### src/rtl/riscv_mem_arbiter_pkg.sv
// Shared definitions for the memory-port arbiter between the I-cache and
// D-cache refill/writeback paths.
//   state_e          : arbiter FSM encoding (IDLE=0, REQ=1, WDATA=2, RDATA=3, WACK=4)
//   OWNER_IC/OWNER_DC: owner encoding used on the owner output and last_owner
//   BEATS_DEF        : default beats per burst
package riscv_mem_pkg;

  typedef enum logic [2:0] {
    S_IDLE  = 3'd0,
    S_REQ   = 3'd1,
    S_WDATA = 3'd2,
    S_RDATA = 3'd3,
    S_WACK  = 3'd4
  } state_e;

  localparam logic OWNER_IC = 1'b0;
  localparam logic OWNER_DC = 1'b1;

  localparam int ADDR_W_DEF = 32;
  localparam int DATA_W_DEF = 32;
  localparam int BEATS_DEF  = 4;

endpackage

### src/rtl/riscv_mem_arbiter_if.sv
// Bundle of every cache-side and memory-side signal of the memory arbiter.
//   master : the arbiter view (drives readies/responses to the caches and
//            requests/write beats to memory)
//   slave  : the environment view (caches and memory model)
interface riscv_mem_arbiter_if #(
  parameter int ADDR_W = 32,
  parameter int DATA_W = 32
);

  // I-cache refill path
  logic              ic_req_valid;
  logic [ADDR_W-1:0] ic_req_addr;
  logic              ic_req_ready;
  logic              ic_resp_valid;
  logic [DATA_W-1:0] ic_resp_data;
  logic              ic_resp_last;

  // D-cache refill / writeback path
  logic              dc_req_valid;
  logic [ADDR_W-1:0] dc_req_addr;
  logic              dc_req_rw;
  logic              dc_req_ready;
  logic [DATA_W-1:0] dc_wdata;
  logic              dc_wdata_ready;
  logic              dc_resp_valid;
  logic [DATA_W-1:0] dc_resp_data;
  logic              dc_resp_last;

  // Main-memory port
  logic              mem_req_valid;
  logic [ADDR_W-1:0] mem_req_addr;
  logic              mem_req_rw;
  logic              mem_req_ready;
  logic              mem_wdata_valid;
  logic [DATA_W-1:0] mem_wdata;
  logic              mem_wdata_ready;
  logic              mem_resp_valid;
  logic [DATA_W-1:0] mem_resp_data;
  logic              mem_write_done;

  modport master (
    input  ic_req_valid, ic_req_addr,
    output ic_req_ready, ic_resp_valid, ic_resp_data, ic_resp_last,
    input  dc_req_valid, dc_req_addr, dc_req_rw, dc_wdata,
    output dc_req_ready, dc_wdata_ready, dc_resp_valid, dc_resp_data, dc_resp_last,
    output mem_req_valid, mem_req_addr, mem_req_rw, mem_wdata_valid, mem_wdata,
    input  mem_req_ready, mem_wdata_ready, mem_resp_valid, mem_resp_data, mem_write_done
  );

  modport slave (
    output ic_req_valid, ic_req_addr,
    input  ic_req_ready, ic_resp_valid, ic_resp_data, ic_resp_last,
    output dc_req_valid, dc_req_addr, dc_req_rw, dc_wdata,
    input  dc_req_ready, dc_wdata_ready, dc_resp_valid, dc_resp_data, dc_resp_last,
    input  mem_req_valid, mem_req_addr, mem_req_rw, mem_wdata_valid, mem_wdata,
    output mem_req_ready, mem_wdata_ready, mem_resp_valid, mem_resp_data, mem_write_done
  );

endinterface

### src/rtl/riscv_mem_arbiter_rr_arbiter2.sv
// Combinational 2-way round-robin grant.
//   ic_valid_i    : I-cache requesting
//   dc_valid_i    : D-cache requesting
//   last_owner_i  : owner of the previous grant
//   grant_o       : some requester is granted
//   grant_owner_o : granted requester (OWNER_IC / OWNER_DC)
module rr_arbiter2
  import riscv_mem_pkg::*;
(
  input  logic ic_valid_i,
  input  logic dc_valid_i,
  input  logic last_owner_i,
  output logic grant_o,
  output logic grant_owner_o
);

  always_comb begin
    grant_o       = ic_valid_i | dc_valid_i;
    grant_owner_o = OWNER_IC;
    if (ic_valid_i && dc_valid_i) begin
      // Tie: whoever did not win last time goes now.
      grant_owner_o = ~last_owner_i;
    end else if (dc_valid_i) begin
      grant_owner_o = OWNER_DC;
    end
  end

endmodule

### src/rtl/riscv_mem_arbiter.sv
// Shares the single main-memory burst port between the I-cache refill path
// and the D-cache refill/writeback path. One burst is in flight at a time.
//   clk   : clock, rising edge
//   rst   : asynchronous active-low reset
//   bus   : cache and memory handshake signals (riscv_mem_arbiter_if.master)
//   busy  : FSM not in IDLE
//   owner : 0 = I-cache, 1 = D-cache; meaningful while busy
module riscv_mem_arbiter
  import riscv_mem_pkg::*;
#(
  parameter int ADDR_W = ADDR_W_DEF,
  parameter int DATA_W = DATA_W_DEF,
  parameter int BEATS  = BEATS_DEF
) (
  input  logic                clk,
  input  logic                rst,
  riscv_mem_arbiter_if.master bus,
  output logic                busy,
  output logic                owner
);

  localparam int              CNT_W     = $clog2(BEATS);
  localparam logic [CNT_W-1:0] LAST_BEAT = CNT_W'(BEATS - 1);

  state_e              state_q, state_d;
  logic [CNT_W-1:0]    cnt_q, cnt_d;
  logic                last_owner_q, last_owner_d;
  logic                owner_q, owner_d;
  logic [ADDR_W-1:0]   addr_q, addr_d;
  logic                rw_q, rw_d;

  logic                ic_cand, dc_cand;
  logic                grant, grant_owner;

  // No grant may be signalled while reset is held, even though the
  // state register already reads IDLE.
  assign ic_cand = bus.ic_req_valid & rst;
  assign dc_cand = bus.dc_req_valid & rst;

  rr_arbiter2 u_rr (
    .ic_valid_i    (ic_cand),
    .dc_valid_i    (dc_cand),
    .last_owner_i  (last_owner_q),
    .grant_o       (grant),
    .grant_owner_o (grant_owner)
  );

  always_ff @(posedge clk or negedge rst) begin
    if (!rst) begin
      state_q      <= S_IDLE;
      cnt_q        <= '0;
      last_owner_q <= OWNER_IC;
      owner_q      <= OWNER_IC;
      addr_q       <= '0;
      rw_q         <= 1'b0;
    end else begin
      state_q      <= state_d;
      cnt_q        <= cnt_d;
      last_owner_q <= last_owner_d;
      owner_q      <= owner_d;
      addr_q       <= addr_d;
      rw_q         <= rw_d;
    end
  end

  always_comb begin
    state_d      = state_q;
    cnt_d        = cnt_q;
    last_owner_d = last_owner_q;
    owner_d      = owner_q;
    addr_d       = addr_q;
    rw_d         = rw_q;

    bus.ic_req_ready    = 1'b0;
    bus.ic_resp_valid   = 1'b0;
    bus.ic_resp_data    = '0;
    bus.ic_resp_last    = 1'b0;
    bus.dc_req_ready    = 1'b0;
    bus.dc_wdata_ready  = 1'b0;
    bus.dc_resp_valid   = 1'b0;
    bus.dc_resp_data    = '0;
    bus.dc_resp_last    = 1'b0;
    bus.mem_req_valid   = 1'b0;
    bus.mem_wdata_valid = 1'b0;
    bus.mem_wdata       = '0;

    unique case (state_q)
      S_IDLE: begin
        if (grant) begin
          bus.ic_req_ready = (grant_owner == OWNER_IC);
          bus.dc_req_ready = (grant_owner == OWNER_DC);
          addr_d       = (grant_owner == OWNER_DC) ? bus.dc_req_addr : bus.ic_req_addr;
          rw_d         = (grant_owner == OWNER_DC) ? bus.dc_req_rw : 1'b0;
          owner_d      = grant_owner;
          last_owner_d = grant_owner;
          state_d      = S_REQ;
        end
      end
      S_REQ: begin
        bus.mem_req_valid = 1'b1;
        if (bus.mem_req_ready) begin
          cnt_d   = '0;
          state_d = rw_q ? S_WDATA : S_RDATA;
        end
      end
      S_WDATA: begin
        // Only the D-cache can own a write burst, so its beat goes straight out.
        bus.mem_wdata_valid = 1'b1;
        bus.mem_wdata       = bus.dc_wdata;
        bus.dc_wdata_ready  = bus.mem_wdata_ready;
        if (bus.mem_wdata_ready) begin
          cnt_d = cnt_q + CNT_W'(1);
          if (cnt_q == LAST_BEAT) begin
            state_d = S_WACK;
          end
        end
      end
      S_RDATA: begin
        if (bus.mem_resp_valid) begin
          if (owner_q == OWNER_DC) begin
            bus.dc_resp_valid = 1'b1;
            bus.dc_resp_data  = bus.mem_resp_data;
            bus.dc_resp_last  = (cnt_q == LAST_BEAT);
          end else begin
            bus.ic_resp_valid = 1'b1;
            bus.ic_resp_data  = bus.mem_resp_data;
            bus.ic_resp_last  = (cnt_q == LAST_BEAT);
          end
          cnt_d = cnt_q + CNT_W'(1);
          if (cnt_q == LAST_BEAT) begin
            state_d = S_IDLE;
          end
        end
      end
      S_WACK: begin
        if (bus.mem_write_done) begin
          state_d = S_IDLE;
        end
      end
      default: state_d = S_IDLE;
    endcase
  end

  assign bus.mem_req_addr = addr_q;
  assign bus.mem_req_rw   = rw_q;
  assign busy             = (state_q != S_IDLE);
  assign owner            = owner_q;

endmodule

### src/flat_wrapper.sv
// flat-port wrapper written by rule: the top's interface ports become plain ports
module riscv_mem_arbiter_flat import riscv_mem_pkg::*;
#(
  parameter int ADDR_W = ADDR_W_DEF,
  parameter int DATA_W = DATA_W_DEF,
  parameter int BEATS  = BEATS_DEF
)
  (clk, rst, busy, owner, bus_ic_req_valid, bus_ic_req_addr, bus_ic_req_ready, bus_ic_resp_valid, bus_ic_resp_data, bus_ic_resp_last, bus_dc_req_valid, bus_dc_req_addr, bus_dc_req_rw, bus_dc_wdata, bus_dc_req_ready, bus_dc_wdata_ready, bus_dc_resp_valid, bus_dc_resp_data, bus_dc_resp_last, bus_mem_req_valid, bus_mem_req_addr, bus_mem_req_rw, bus_mem_wdata_valid, bus_mem_wdata, bus_mem_req_ready, bus_mem_wdata_ready, bus_mem_resp_valid, bus_mem_resp_data, bus_mem_write_done);
  riscv_mem_arbiter_if #(.ADDR_W(ADDR_W), .DATA_W(DATA_W)) bus_i ();
  input  logic clk;
  input  logic rst;
  output logic busy;
  output logic owner;
  input wire logic [$bits(bus_i.ic_req_valid)-1:0] bus_ic_req_valid;
  input wire logic [$bits(bus_i.ic_req_addr)-1:0] bus_ic_req_addr;
  output wire logic [$bits(bus_i.ic_req_ready)-1:0] bus_ic_req_ready;
  output wire logic [$bits(bus_i.ic_resp_valid)-1:0] bus_ic_resp_valid;
  output wire logic [$bits(bus_i.ic_resp_data)-1:0] bus_ic_resp_data;
  output wire logic [$bits(bus_i.ic_resp_last)-1:0] bus_ic_resp_last;
  input wire logic [$bits(bus_i.dc_req_valid)-1:0] bus_dc_req_valid;
  input wire logic [$bits(bus_i.dc_req_addr)-1:0] bus_dc_req_addr;
  input wire logic [$bits(bus_i.dc_req_rw)-1:0] bus_dc_req_rw;
  input wire logic [$bits(bus_i.dc_wdata)-1:0] bus_dc_wdata;
  output wire logic [$bits(bus_i.dc_req_ready)-1:0] bus_dc_req_ready;
  output wire logic [$bits(bus_i.dc_wdata_ready)-1:0] bus_dc_wdata_ready;
  output wire logic [$bits(bus_i.dc_resp_valid)-1:0] bus_dc_resp_valid;
  output wire logic [$bits(bus_i.dc_resp_data)-1:0] bus_dc_resp_data;
  output wire logic [$bits(bus_i.dc_resp_last)-1:0] bus_dc_resp_last;
  output wire logic [$bits(bus_i.mem_req_valid)-1:0] bus_mem_req_valid;
  output wire logic [$bits(bus_i.mem_req_addr)-1:0] bus_mem_req_addr;
  output wire logic [$bits(bus_i.mem_req_rw)-1:0] bus_mem_req_rw;
  output wire logic [$bits(bus_i.mem_wdata_valid)-1:0] bus_mem_wdata_valid;
  output wire logic [$bits(bus_i.mem_wdata)-1:0] bus_mem_wdata;
  input wire logic [$bits(bus_i.mem_req_ready)-1:0] bus_mem_req_ready;
  input wire logic [$bits(bus_i.mem_wdata_ready)-1:0] bus_mem_wdata_ready;
  input wire logic [$bits(bus_i.mem_resp_valid)-1:0] bus_mem_resp_valid;
  input wire logic [$bits(bus_i.mem_resp_data)-1:0] bus_mem_resp_data;
  input wire logic [$bits(bus_i.mem_write_done)-1:0] bus_mem_write_done;
  assign bus_i.ic_req_valid = bus_ic_req_valid;
  assign bus_i.ic_req_addr = bus_ic_req_addr;
  assign bus_ic_req_ready = bus_i.ic_req_ready;
  assign bus_ic_resp_valid = bus_i.ic_resp_valid;
  assign bus_ic_resp_data = bus_i.ic_resp_data;
  assign bus_ic_resp_last = bus_i.ic_resp_last;
  assign bus_i.dc_req_valid = bus_dc_req_valid;
  assign bus_i.dc_req_addr = bus_dc_req_addr;
  assign bus_i.dc_req_rw = bus_dc_req_rw;
  assign bus_i.dc_wdata = bus_dc_wdata;
  assign bus_dc_req_ready = bus_i.dc_req_ready;
  assign bus_dc_wdata_ready = bus_i.dc_wdata_ready;
  assign bus_dc_resp_valid = bus_i.dc_resp_valid;
  assign bus_dc_resp_data = bus_i.dc_resp_data;
  assign bus_dc_resp_last = bus_i.dc_resp_last;
  assign bus_mem_req_valid = bus_i.mem_req_valid;
  assign bus_mem_req_addr = bus_i.mem_req_addr;
  assign bus_mem_req_rw = bus_i.mem_req_rw;
  assign bus_mem_wdata_valid = bus_i.mem_wdata_valid;
  assign bus_mem_wdata = bus_i.mem_wdata;
  assign bus_i.mem_req_ready = bus_mem_req_ready;
  assign bus_i.mem_wdata_ready = bus_mem_wdata_ready;
  assign bus_i.mem_resp_valid = bus_mem_resp_valid;
  assign bus_i.mem_resp_data = bus_mem_resp_data;
  assign bus_i.mem_write_done = bus_mem_write_done;
  riscv_mem_arbiter #(.ADDR_W(ADDR_W), .DATA_W(DATA_W), .BEATS(BEATS)) u_core (.clk(clk), .rst(rst), .bus(bus_i), .busy(busy), .owner(owner));
endmodule
### config.mk
export PLATFORM = sky130hd
export DESIGN_NAME = riscv_mem_arbiter_flat
export DESIGN_NICKNAME = d
export VERILOG_FILES = /design/src/rtl/riscv_mem_arbiter_pkg.sv /design/src/rtl/riscv_mem_arbiter_if.sv /design/src/rtl/riscv_mem_arbiter_rr_arbiter2.sv /design/src/rtl/riscv_mem_arbiter.sv /design/src/flat_wrapper.sv
export SDC_FILE = /design/constraint.sdc
export NUM_CORES = 1
export LEC_CHECK = 0
export ABC_AREA = 1
export CORE_AREA = 2 2 108 110
export DETAILED_ROUTE_END_ITERATION = 8
export DIE_AREA = 0 0 110 112
export GPL_TIMING_DRIVEN = 0
export HOLD_SLACK_MARGIN = 0.1
export PLACE_DENSITY = 0.76
export SLEW_MARGIN = 20
export SYNTH_ARGS = -nofsm -noshare
export SYNTH_HDL_FRONTEND = slang
export SYNTH_HIERARCHICAL = 1
export SYNTH_SLANG_ARGS = --single-unit
### constraint.sdc
create_clock -name clk -period 1.8 [get_ports clk]
set_clock_uncertainty 0.1 [all_clocks]
set_input_delay 0.27 -clock clk [delete_from_list [all_inputs] [get_ports clk]]
set_output_delay 0.27 -clock clk [all_outputs]
set_load 0.01 [all_outputs]
# ---- Word level (Yosys, flattened, before mapping)
# Index checks and enable logic that the tools add are counted.
dict set report totals {
  input_bits 137
  ff_bits 39
  word_cells 73
}
dict set report classes {
  reduce_logical 7
  bitwise_logic 5
  n_mux 43
  n_eq_ne 12
  add_sub_neg 1
}
# cell n
set op_table {}
lappend op_table {{32-bit two-way mux} 8}
lappend op_table {{1-bit two-way mux} 23}
lappend op_table {{3-bit two-way mux} 7}
lappend op_table {{3-bit case mux with 5 select lines} 1}
lappend op_table {{2-bit != test, second input constant} 4}
lappend op_table {{7-bit AND reduction} 1}
lappend op_table {{3-bit by 2-bit == test with 1-bit output, second input constant} 2}
lappend op_table {{2-bit two-way mux} 3}
lappend op_table {{2-bit by 1-bit != test with 1-bit output, second input constant} 3}
lappend op_table {{2-bit case mux with 3 select lines} 1}
lappend op_table {{3-bit nonzero test} 2}
lappend op_table {{4-bit AND reduction} 1}
lappend op_table {{3-bit by 1-bit == test with 1-bit output, second input constant} 1}
lappend op_table {{3-bit == test, second input constant} 1}
lappend op_table {{3-bit logical NOT} 1}
lappend op_table {{2-bit by 1-bit adder with 2-bit output, second input constant} 1}
lappend op_table {{1-bit bitwise AND} 2}
lappend op_table {{2-bit == test, second input constant} 1}
lappend op_table {{1-bit inverter} 2}
lappend op_table {{2-bit AND reduction} 1}
lappend op_table {{1-bit logical AND} 1}
lappend op_table {{1-bit OR} 1}

# ---- Longest topological paths before layout
dict set report depth {
  word_depth 6
  mapped_depth 9
}

# ---- Hierarchy
# The synthesis kept the hierarchy.
# module area_each_um2 seq_area_each_um2 cells_each instances
set by_module_without_submodules {}
lappend by_module_without_submodules {riscv_mem_arbiter 2652.5 975.9 414 1}
lappend by_module_without_submodules {rr_arbiter2 15.0 0.0 3 1}

# ---- Worst setup path before layout
# OpenSTA, ideal clock, no wires.
dict set report synth_timing {
  path_type {register to output}
  from {reg, netlist name u_core/owner}
  to {out bus_dc_req_ready}
  arrival_ns 1.363
  path_stages_with_launch 5
  n_path_buf 1
  path_slack_ns 0.067
  path_cell_list {dfrtp_1 -> a21oi_1 -> nand2_1 -> nor2_4 -> buf_4}
}
# element line
set synth_rtl {}
lappend synth_rtl {{to (decl)} flat_wrapper.sv:24} ;# output wire logic [$bits(bus_i.dc_req_ready)-1:0] bus_dc_req_ready;

# ---- Worst setup path after layout
dict set report layout_timing {
  from {reg u_core.state_q[2]}
  to {out bus_ic_resp_data[16]}
}
dict set report layout_via {
  elab_chain_len 2
}
# element line
set layout_rtl {}
lappend layout_rtl {{from (decl)} riscv_mem_arbiter.sv:25} ;# state_e state_q, state_d;
lappend layout_rtl {{from (signal assigned)} riscv_mem_arbiter.sv:57} ;# state_q <= state_d;
lappend layout_rtl {{3-bit by 2-bit == test with 1-bit output} riscv_mem_arbiter.sv:87} ;# unique case (state_q)
lappend layout_rtl {{32-bit two-way mux} riscv_mem_arbiter.sv:87}
lappend layout_rtl {{to (decl)} flat_wrapper.sv:18} ;# output wire logic [$bits(bus_i.ic_resp_data)-1:0] bus_ic_resp_data;
# No other way between the ends.

==> results_dict.tcl <==
set metrics [dict create \
    cts_tree "yes" \
    dieArea_um2 12300 \
    synth_seq_cells 39 \
    fillers 1026 \
    finalSetupViolCount 98 \
    synth_fp_nets 555 \
    cp-start-kind "flop" \
    synth.top_cells.by_area "dfrtp_1 37%, nand2_1 16%, nor2_1 15%, inv_1 11%, nand3_1 6.9%" \
    fin_util_pct 54.9 \
    final_common_cell "clkdlybuf4s50_1" \
    postPlaceCellArea_um2 5620 \
    slew_violations 0 \
    max_cap_viol_count 0 \
    final_cells 882 \
    dpl_worst_slack_ns -1.18 \
    ant_nets 0 \
    start_util_pct 23.9 \
    syn_inst 417 \
    cp.arrival_ns 1.64 \
    final_cell_mix "169 x clkdlybuf4s50_1, 114 x nand2_1, 74 x buf_2, 74 x inv_1, 68 x nor2_1" \
    hold_viol_final 0 \
    coreArea_um2 11200 \
    period_minus_slack_ns 2.01 \
    yosysWarnings 6 \
    htree_levels 2 \
    leakagePower_nw 3.18 \
    clk_pin_slew_ns 0.05 \
    cts_made_buffers 5 \
    outcome "complete, but fails checks" \
    drcViolationCount 0 \
    clock-sinks 39 \
    criticalPathCategory "reg2out" \
    drtIter0Drc 161 \
    synth_area_um2 2670 \
    chipHeight_um 112 \
    die_w_um 110 \
    yosys.area.top_type "dfrtp_1" \
    routed_wl_um 12600 \
    synth_top_area_share_pct 36.6 \
    critical_path_required_ns 1.43 \
    fmax_ghz 0.497 \
    routabilityCongestion 0.856 \
    holdCritPathClass "reg2reg" \
    finalWorstSetupSlack_ns -0.212 \
    switching_share_pct 38.8 \
    crit_fanout 6 \
    worstMarginPinSlew_ns 0.677 \
    gr-usage-all-layers_pct 19.2 \
    io_buffer_count 276 \
    clock-root-buffer "clkbuf_16" \
    antenna_found_initial 1 \
    clockPowerShare_pct 15.6 \
    grt_max_degree 26 \
    power_mw 6.41 \
    syn2layout_area_growth_pct 130 \
    postSynthAreaPerCell_um2 6.40 \
    maxSlewHeadroom_pct 54.7 \
    p_per_area_nw_per_um2 1040 \
    vias 3771 \
    layout.nets 876 \
    violations "setup timing" \
    drtPass1Iterations 6 \
    placed_cells 837 \
    grt_pass1_wl_um 18700 \
    seqPwrFrac_pct 24.4 \
    synthDistinctLibCells 20 \
    row_count 39 \
    p_switching_mw 2.49 \
    setup.worst_path.end_class "primary output" \
    design_area_um2 6140 \
    clkLatencyLatePin_ns 0.28 \
    boundaryPins 277 \
    routedWlPerCell_um 14.3 \
    period_share_pct 112 \
    via_per_inst 4.28 \
    drive_above_1_share_pct 31.3 \
    clockBufferDepth 2 \
    peakVddDrop_mv 0.668 \
    pwr-share-comb_pct 60.0 \
    first_global_vias 3861 \
    p_int_mw 3.92 \
    seq_area_frac_synth_pct 36.6 \
    overflow 0 \
    place_hpwl_um 9630 \
    rsz0062_at_grt "yes" \
]
==> per-layer routing <==
layer	GRT usage [%]	vias to the layer above	routed length, um
met5	0	-	0
met4	5.65	0	271
met3	6.56	17	1420
met2	35.8	193	6610
met1	19.8	1703	4330
li1	-	1858	-
==> per-stage QoR <==
stage / TNS [ns] / hold slack, ns
floorplan: 0 / -0.126
global placement: -142.56 / 0.378
detailed placement: -65.49 / 0.116
CTS: -11.93 / 0.396
global route: -16.78 / 0.416
finish: -8.99 / 0.396
==> power groups by stage <==
stage / logic (mW) / clock network (mW) / registers [mW]
2_1_floorplan: 1.46 / 0 / 1.71
3_3_place_gp: 3.52 / 0 / 1.56
4_1_cts: 3.77 / 1.01 / 1.57
6_report: 3.85 / 0.996 / 1.57
5_1_grt: 4.19 / 1.05 / 1.61
3_5_place_dp: 3.58 / 0 / 1.58
==> logic make-up (layout without fill, tap and decap cells) <==
group | Yosys count | in the layout | synth area share (%)
simple gates | 272 | 272 | 43.9
buf+inv | 98 | 419 | 17.6
flops | 39 | 39 | 36.6
compound gates | 7 | 7 | 1.45
fa+ha+maj | 1 | 1 | 0.469
other cells | 0 | 1 | 0
==> critical path: stages (launching register included) <==
cell	delay, ns
dfrtp_2	0.45
nor2_4	0.19
nand3_4	0.16
buf_4	0.18
buf_6	0.12
nor2_1	0.10
buf_2	0.15
==> cell usage after synthesis <==
| cell type | number |
|---|---|
| or2_1 | 1 |
| nor2_8 | 1 |
| ha_1 | 1 |
| nand3_1 | 37 |
| nor2_2 | 1 |
| nand3_4 | 3 |
| buf_6 | 12 |
| inv_1 | 79 |
| o21ai_0 | 4 |
| dfrtp_1 | 39 |
| buf_2 | 4 |
| buf_4 | 2 |
| a21oi_1 | 2 |
| nand2_4 | 1 |
| nor2_4 | 4 |
| a22o_1 | 1 |
| inv_2 | 1 |
| nand2_1 | 115 |
| nor2_1 | 108 |
| nand2_2 | 1 |
==> area by class of cell <==
class / count / area [um2] / area share (%)
diodes: 1 / 2.50 / 0.0408
plain buffers: 17 / 180 / 2.94
clock buffers: 5 / 125 / 2.04
clock inverters: 2 / 37.5 / 0.611
inverters: 80 / 305 / 4.97
multi-input cells: 280 / 1470 / 23.9
flip-flops and latches: 39 / 981 / 16.0
well taps: 143 / 179 / 2.91
repair buffers: 315 / 2860 / 46.6
==> final timing paths <==
| check | endpoint | slack [ns] | cells after the start | startpoint |
|---|---|---|---|---|
| hold reg to reg | u_core/bus.mem_req_addr[1]$_DFFE_PN0P_ | 0.40 | 2 | u_core/bus.mem_req_addr[1]$_DFFE_PN0P_ |
| hold / removal | u_core/bus.mem_req_addr[1]$_DFFE_PN0P_ | 0.40 | 2 | u_core/bus.mem_req_addr[1]$_DFFE_PN0P_ |
| max in group asynchronous | u_core/owner$_DFFE_PN0P_ | 0.65 | 2 | rst |
| setup reg to reg | u_core/bus.mem_req_addr[9]$_DFFE_PN0P_ | 0.13 | 8 | u_core/state_q[1]$_DFFE_PN0P_ |
| min in group asynchronous | u_core/bus.mem_req_addr[15]$_DFFE_PN0P_ | 0.47 | 2 | rst |
| setup / recovery | bus_ic_resp_data[16] | -0.21 | 6 | u_core/state_q[2]$_DFFE_PN0P_ |
==> repair_timing <==
| item | 4_1_cts | 5_1_grt |
|---|---|---|
| hold buffers | 3 | 0 |
| endpoints found under the hold margin | 39 | 0 |
| setup endpoints to repair | 139 | 120 |
| pin swaps | 18 | 10 |
| setup buffers | 32 | 4 |
| cloned | 2 | 0 |
| resized for setup | 486 | 68 |
==> registers in the layout, indices dropped and copies added, names as in the netlist <==
signal / cells
u_core/state_q: 3
u_core/bus.mem_req_rw: 1
u_core/cnt_q: 2
u_core/owner: 1
u_core/bus.mem_req_addr: 32
(Power assumes the default switching activity.)
